**config.mk**
```make
export PLATFORM = sky130hd
export DESIGN_NAME = gpio_apb_sequencer
export DESIGN_NICKNAME = d
export VERILOG_FILES = /design/src/rtl/gpio_apb_sequencer.sv
export SDC_FILE = /design/constraint.sdc
export NUM_CORES = 1
export LEC_CHECK = 0
export CORE_MARGIN = 5
export CORE_UTILIZATION = 25
export CTS_CLUSTER_DIAMETER = 30
export DETAILED_ROUTE_END_ITERATION = 10
export HOLD_SLACK_MARGIN = 0.06
export PLACE_DENSITY_LB_ADDON = 0.25
export SETUP_SLACK_MARGIN = 0.4
export SLEW_MARGIN = 10
export SYNTH_ARGS = -nofsm -noshare
export SYNTH_HDL_FRONTEND = slang
export SYNTH_SLANG_ARGS = --single-unit
```
**constraint.sdc**
```tcl
create_clock -name PCLK -period 2.65 [get_ports PCLK]
set_input_delay 0.795 -clock PCLK [delete_from_list [all_inputs] [get_ports PCLK]]
set_output_delay 0.795 -clock PCLK [all_outputs]
set_load 0.01 [all_outputs]
```
**src/rtl/gpio_apb_sequencer.sv**
```systemverilog
// rtl/gpio_apb_sequencer.sv - APB master that configures a CoreGPIO and services its interrupts and output writes
module gpio_apb_sequencer #(
    parameter int unsigned IO_NUM    = 8,
    parameter logic [7:0]  CFG_BASE  = 8'h00,
    parameter logic [7:0]  INTR_ADDR = 8'h80,
    parameter logic [7:0]  OUT_ADDR  = 8'hA0
) (
    input  logic                  PCLK,
    input  logic                  PRESETN,
    input  logic                  start,
    input  logic [8*IO_NUM-1:0]   cfg_vec,
    input  logic                  out_req,
    input  logic [IO_NUM-1:0]     out_data,
    output logic                  out_ack,
    input  logic                  INT_OR,
    output logic                  PSEL,
    output logic                  PENABLE,
    output logic                  PWRITE,
    output logic [7:0]            PADDR,
    output logic [31:0]           PWDATA,
    input  logic [31:0]           PRDATA,
    input  logic                  PREADY,
    input  logic                  PSLVERR,
    output logic                  busy,
    output logic                  cfg_done,
    output logic                  int_valid,
    output logic [IO_NUM-1:0]     int_status,
    output logic                  err
);

    localparam int unsigned CW = $clog2(IO_NUM) + 1;
    localparam logic [CW-1:0] LAST_BIT = CW'(IO_NUM - 1);

    typedef enum logic [3:0] {
        IDLE        = 4'd0,
        CFG_SETUP   = 4'd1,
        CFG_ACCESS  = 4'd2,
        READY       = 4'd3,
        IRD_SETUP   = 4'd4,
        IRD_ACCESS  = 4'd5,
        ICLR_SETUP  = 4'd6,
        ICLR_ACCESS = 4'd7,
        OUT_SETUP   = 4'd8,
        OUT_ACCESS  = 4'd9
    } state_t;

    state_t              state_q, state_d;
    logic [CW-1:0]       cnt_q, cnt_d;
    logic                gap_q, gap_d;
    logic                cfg_done_q, cfg_done_d;
    logic                err_q, err_d;
    logic [IO_NUM-1:0]   int_status_q, int_status_d;
    logic [IO_NUM-1:0]   out_lat_q, out_lat_d;
    logic [7:0]          paddr_q, paddr_d;
    logic [31:0]         pwdata_q, pwdata_d;
    logic                pwrite_q, pwrite_d;
    logic [7:0]          cfg_byte;
    logic                unused_prdata;

    assign unused_prdata = ^PRDATA;

    always_ff @(posedge PCLK or negedge PRESETN) begin
        if (!PRESETN) begin
            state_q      <= IDLE;
            cnt_q        <= '0;
            gap_q        <= 1'b0;
            cfg_done_q   <= 1'b0;
            err_q        <= 1'b0;
            int_status_q <= '0;
            out_lat_q    <= '0;
            paddr_q      <= '0;
            pwdata_q     <= '0;
            pwrite_q     <= 1'b0;
        end else begin
            state_q      <= state_d;
            cnt_q        <= cnt_d;
            gap_q        <= gap_d;
            cfg_done_q   <= cfg_done_d;
            err_q        <= err_d;
            int_status_q <= int_status_d;
            out_lat_q    <= out_lat_d;
            paddr_q      <= paddr_d;
            pwdata_q     <= pwdata_d;
            pwrite_q     <= pwrite_d;
        end
    end

    // gap_q marks the idle cycle forced after every completed transfer; SETUP states wait it out
    always_comb begin
        state_d      = state_q;
        cnt_d        = cnt_q;
        cfg_done_d   = cfg_done_q;
        int_status_d = int_status_q;
        out_lat_d    = out_lat_q;
        gap_d        = PENABLE && PREADY;
        err_d        = err_q | (PENABLE && PREADY && PSLVERR);
        paddr_d      = paddr_q;
        pwdata_d     = pwdata_q;
        pwrite_d     = pwrite_q;
        cfg_byte     = '0;

        case (state_q)
            IDLE: begin
                if (start) begin
                    state_d    = CFG_SETUP;
                    cnt_d      = '0;
                    cfg_done_d = 1'b0;
                end
            end
            CFG_SETUP:  if (!gap_q) state_d = CFG_ACCESS;
            CFG_ACCESS: begin
                if (PREADY) begin
                    if (cnt_q == LAST_BIT) begin
                        state_d    = READY;
                        cfg_done_d = 1'b1;
                    end else begin
                        cnt_d   = cnt_q + CW'(1);
                        state_d = CFG_SETUP;
                    end
                end
            end
            READY: begin
                if (INT_OR) begin
                    state_d = IRD_SETUP;
                end else if (out_req) begin
                    state_d   = OUT_SETUP;
                    out_lat_d = out_data;
                end else if (start) begin
                    state_d    = CFG_SETUP;
                    cnt_d      = '0;
                    cfg_done_d = 1'b0;
                end
            end
            IRD_SETUP:  if (!gap_q) state_d = IRD_ACCESS;
            IRD_ACCESS: begin
                if (PREADY) begin
                    int_status_d = PRDATA[IO_NUM-1:0];
                    state_d      = ICLR_SETUP;
                end
            end
            ICLR_SETUP:  if (!gap_q) state_d = ICLR_ACCESS;
            ICLR_ACCESS: if (PREADY) state_d = READY;
            OUT_SETUP:   if (!gap_q) state_d = OUT_ACCESS;
            OUT_ACCESS:  if (PREADY) state_d = READY;
            default:     state_d = IDLE;
        endcase

        // Address/data registers load whenever the next state is a SETUP and hold otherwise
        cfg_byte = 8'(cfg_vec >> {cnt_d, 3'b000});
        case (state_d)
            CFG_SETUP: begin
                paddr_d  = CFG_BASE + 8'({cnt_d, 2'b00});
                pwdata_d = {24'b0, cfg_byte};
                pwrite_d = 1'b1;
            end
            IRD_SETUP: begin
                paddr_d  = INTR_ADDR;
                pwrite_d = 1'b0;
            end
            ICLR_SETUP: begin
                paddr_d  = INTR_ADDR;
                pwdata_d = 32'(int_status_d);
                pwrite_d = 1'b1;
            end
            OUT_SETUP: begin
                paddr_d  = OUT_ADDR;
                pwdata_d = 32'(out_lat_d);
                pwrite_d = 1'b1;
            end
            default: ;
        endcase
    end

    always_comb begin
        PSEL       = 1'b0;
        PENABLE    = 1'b0;
        busy       = 1'b1;
        out_ack    = 1'b0;
        int_valid  = 1'b0;
        PADDR      = paddr_q;
        PWDATA     = pwdata_q;
        PWRITE     = pwrite_q;
        cfg_done   = cfg_done_q;
        err        = err_q;
        int_status = int_status_q;

        case (state_q)
            CFG_SETUP, IRD_SETUP, ICLR_SETUP, OUT_SETUP: PSEL = !gap_q;
            CFG_ACCESS, IRD_ACCESS: begin
                PSEL    = 1'b1;
                PENABLE = 1'b1;
            end
            ICLR_ACCESS: begin
                PSEL      = 1'b1;
                PENABLE   = 1'b1;
                int_valid = PREADY;
            end
            OUT_ACCESS: begin
                PSEL    = 1'b1;
                PENABLE = 1'b1;
                out_ack = PREADY;
            end
            default: busy = 1'b0;
        endcase
    end

endmodule
```
==> run summary <==
Core ar. -> 10,900 sq um
Hold crit path type -> reg2reg
Initial DRC Count -> 73
Max Cap Viol -> 0
Fin worst setup slack -> 0.237 ns
Antenna violations before repair -> 0
Worst path max stage delay -> 0.42 ns
VDD IR max -> 0.000363 V
Unrepaired setup endpoints after global routing -> true
Via density -> 4.67
Critical path startpoint category -> flop
Clock Sink Count -> 41
Post-synthesis cell count -> 259
Mapped Avg Cell Area -> 10.9 sq um
Pwr Density -> 1030 nW/um^2
Largest net degree at the start of global routing -> 42
Worst path slowest cell -> dfrtp_1
Cell Chain, Critical Path -> buf_6 -> or3b_4 -> or3_1 -> and4_4 -> or3_4 -> buf_6 -> buf_12 -> mux2i_1 -> nor2_1
Gpl congestion -> 0.824
Ys Warns -> 0
Filler instances -> 1,031
Met2 Usage GRT -> 23.4%
Clock Pin Slew Worst Setup and Hold Paths -> 0.06 ns
WL/cell -> 16.5 um
Status -> finished clean
Number of synthesized register bits -> 41
Layout cells sized above 1 -> 42.1%
Final worst-path cycle share -> 91.1%
Post-detail-place hpwl -> 7.00 mm
Total power -> 5.24 mW
Vias in the first global route -> 2,935
First-pass DRT Iterations -> 4
DRC viols -> 0
CTS tree -> yes
Starting density of the core -> 25.8%
Crit path time final -> 2.41 ns
Crit Path Class -> reg2reg
Primary FF master, synth -> dfrtp_1
Die Width -> 116 um
Unique masters post-synth -> 55
# H-tree levels -> 2
Hold Violations, Final -> 0
Slew at the pin closest to its max-slew limit -> 0.543 ns
Full die area -> 13,500 sq um
CP arrival -> 2.58 ns
Finish-stage setup viols -> 0
Seq. cell area -> 1030 sq um
Slew Limit Fails -> 0
Crit path required time -> 2.81 ns
Die Y -> 116 um
Nets -> 546
CTS buffer count -> 5
Leakage power -> 2.12 nW
Multi-input logic area -> 1920 sq um
Clock Path Buffers -> 2
Worst Skew -> 0.00389 ns
F_max -> 414 MHz
Cell Area, Synth -> 2820 sq um
Most used cell along the critical path -> buf_6
Top Usage Layer GRT -> met2
Synth async-reset ratio -> 100%
Slew headroom -> 63.8%
Total I/O pin count -> 167
GRT met3 Usage -> 3.73%
Site Rows -> 38
Clk_lat worst skew -> 0.28 ns
Crit-path max FO -> 5
ANT cells -> 0
Grt total ovfl -> 0
First-pass GRT wire length -> 15.1 mm
Total track usage -> 14.2%
Post-synth EDFFs -> 0
Sequential element share of the synthesized area -> 36.4%
Critical path endpoint category -> flop
Commonest non-fill, non-tap cell in the layout -> clkdlybuf4s50_1
Grt met1 use -> 18.5%
I/O Buffers -> 115
Root buffer cell -> clkbuf_16
Syn-to-layout area delta -> 80.0%
DR vias -> 2,685
Most frequent cells in the layout -> clkdlybuf4s50_1, buf_4, dfrtp_1, conb_1, nand3_2
Antenna Violating Nets Remaining -> 0
Routed wire length -> 9.51 mm
Pre-CTS WS -> -0.571 ns
repair_timing:
item / 4_1_cts / 5_1_grt
cloned: 2 / 1
pin swaps: 32 / 30
gates resized for setup: 73 / 36
endpoints found under the setup margin: 23 / 18
buffers inserted: 23 / 4
hold buffers: 0 / 0
power by group:
part / total (mW) / switching, mW / internal, mW
combinational: 3.57 / 1.62 / 1.95
clock: 0.596 / 0.251 / 0.345
sequential: 1.07 / 0.172 / 0.902
total: 5.24 / 2.04 / 3.20
cells in the mapped netlist (2+ instances only):
cell | n | area (sq um)
o211ai_1 | 2 | 15.0
inv_1 | 6 | 22.5
a21oi_2 | 2 | 17.5
clkbuf_1 | 4 | 15.0
buf_4 | 28 | 210
nor2_1 | 12 | 45.0
nand3b_1 | 3 | 22.5
o21ai_0 | 6 | 30.0
inv_2 | 2 | 7.51
o22ai_1 | 2 | 12.5
a31oi_1 | 4 | 25.0
nand3_1 | 28 | 140
nand2_1 | 6 | 22.5
buf_2 | 6 | 30.0
nand2b_1 | 3 | 18.8
nor3b_1 | 3 | 22.5
a22o_1 | 8 | 70.1
mux2_2 | 16 | 180
or3_1 | 2 | 12.5
a32oi_1 | 8 | 70.1
and2_1 | 4 | 25.0
buf_6 | 4 | 45.0
a21o_1 | 2 | 15.0
dfrtp_1 | 41 | 1030
nor2b_1 | 5 | 31.3
a21oi_1 | 4 | 20.0
o22a_1 | 3 | 26.3
nand4_1 | 2 | 12.5
mux4_2 | 16 | 360
mux2i_1 | 2 | 20.0
state kept, by name, summed over array words and instances, names as in the netlist:
signal and count:
gap_q 1, cfg_done 1, err 1, cnt_q 4
int_status 8, PADDR 5, PWDATA 8, PWRITE 1
out_lat_q 8, state_q 4
cells by family (layout without fill, tap and decap cells):
kind of cell	count (synthesis)	in the layout	share of synthesized area (%)
muxes	34	34	19.9
DFF	41	41	36.4
AOI/OAI and AO/OA	53	53	14.9
and+or+nand+nor	78	78	16.4
buffers and inverters	51	201	11.8
other	1	27	0.133
adders and majority gates	1	1	0.443
through the flow:
step / util [%] / hold WS, ns / setup TNS [ns] / area, sq um / cells
after floorplan: - / 0.473 / 0 / 3010 / 285
after global placement: 39.6 / 0.440 / -6.56 / 4330 / 537
after detailed placement: 39.6 / 0.468 / -6.77 / 4330 / 537
after CTS: 44.4 / 0.482 / 0 / 4860 / 570
after global routing: 46.5 / 0.498 / 0 / 5080 / 575
final: 46.5 / 0.471 / 0 / 5080 / 575
routing by layer:
metal | up-vias | share of wire (%)
met5 | - | 0
met4 | 0 | 1.1
met3 | 4 | 7.2
met2 | 94 | 49
met1 | 1298 | 43
li1 | 1289 | -
critical path, delay by kind of cell, from the launching register on:
family | cells | cell delay, ns
buffers and inverters | 3 | 0.42
flip-flops | 1 | 0.42
multiplexers | 1 | 0.13
AND/OR/NAND/NOR | 5 | 1.32
cell type report:
type,count,area share (%)
well taps,140,3.45
inverters,9,0.936
clock inverters,3,0.345
repair inverters,1,0.222
multi-input cells,193,37.8
clock buffers,5,2.46
repair buffers,183,34.5
flip-flops and latches,41,20.3
worst paths after layout:
| kind | from | to | slack [ns] | cells after the start |
|---|---|---|---|---|
| min | err$_DFF_PN0_ | err$_DFF_PN0_ | 0.47 | 1 |
| min in group asynchronous | PRESETN | gap_q$_DFF_PN0_ | 0.57 | 2 |
| max in group asynchronous | PRESETN | state_q[3]$_DFF_PN0_ | 1.66 | 2 |
| max | state_q[2]$_DFF_PN0_ | PADDR[4]$_DFFE_PN0P_ | 0.24 | 9 |
| min reg2reg | err$_DFF_PN0_ | err$_DFF_PN0_ | 0.47 | 1 |
| max reg2reg | state_q[2]$_DFF_PN0_ | PADDR[4]$_DFFE_PN0P_ | 0.24 | 9 |
No activity file was read; power rests on OpenSTA's default activity.
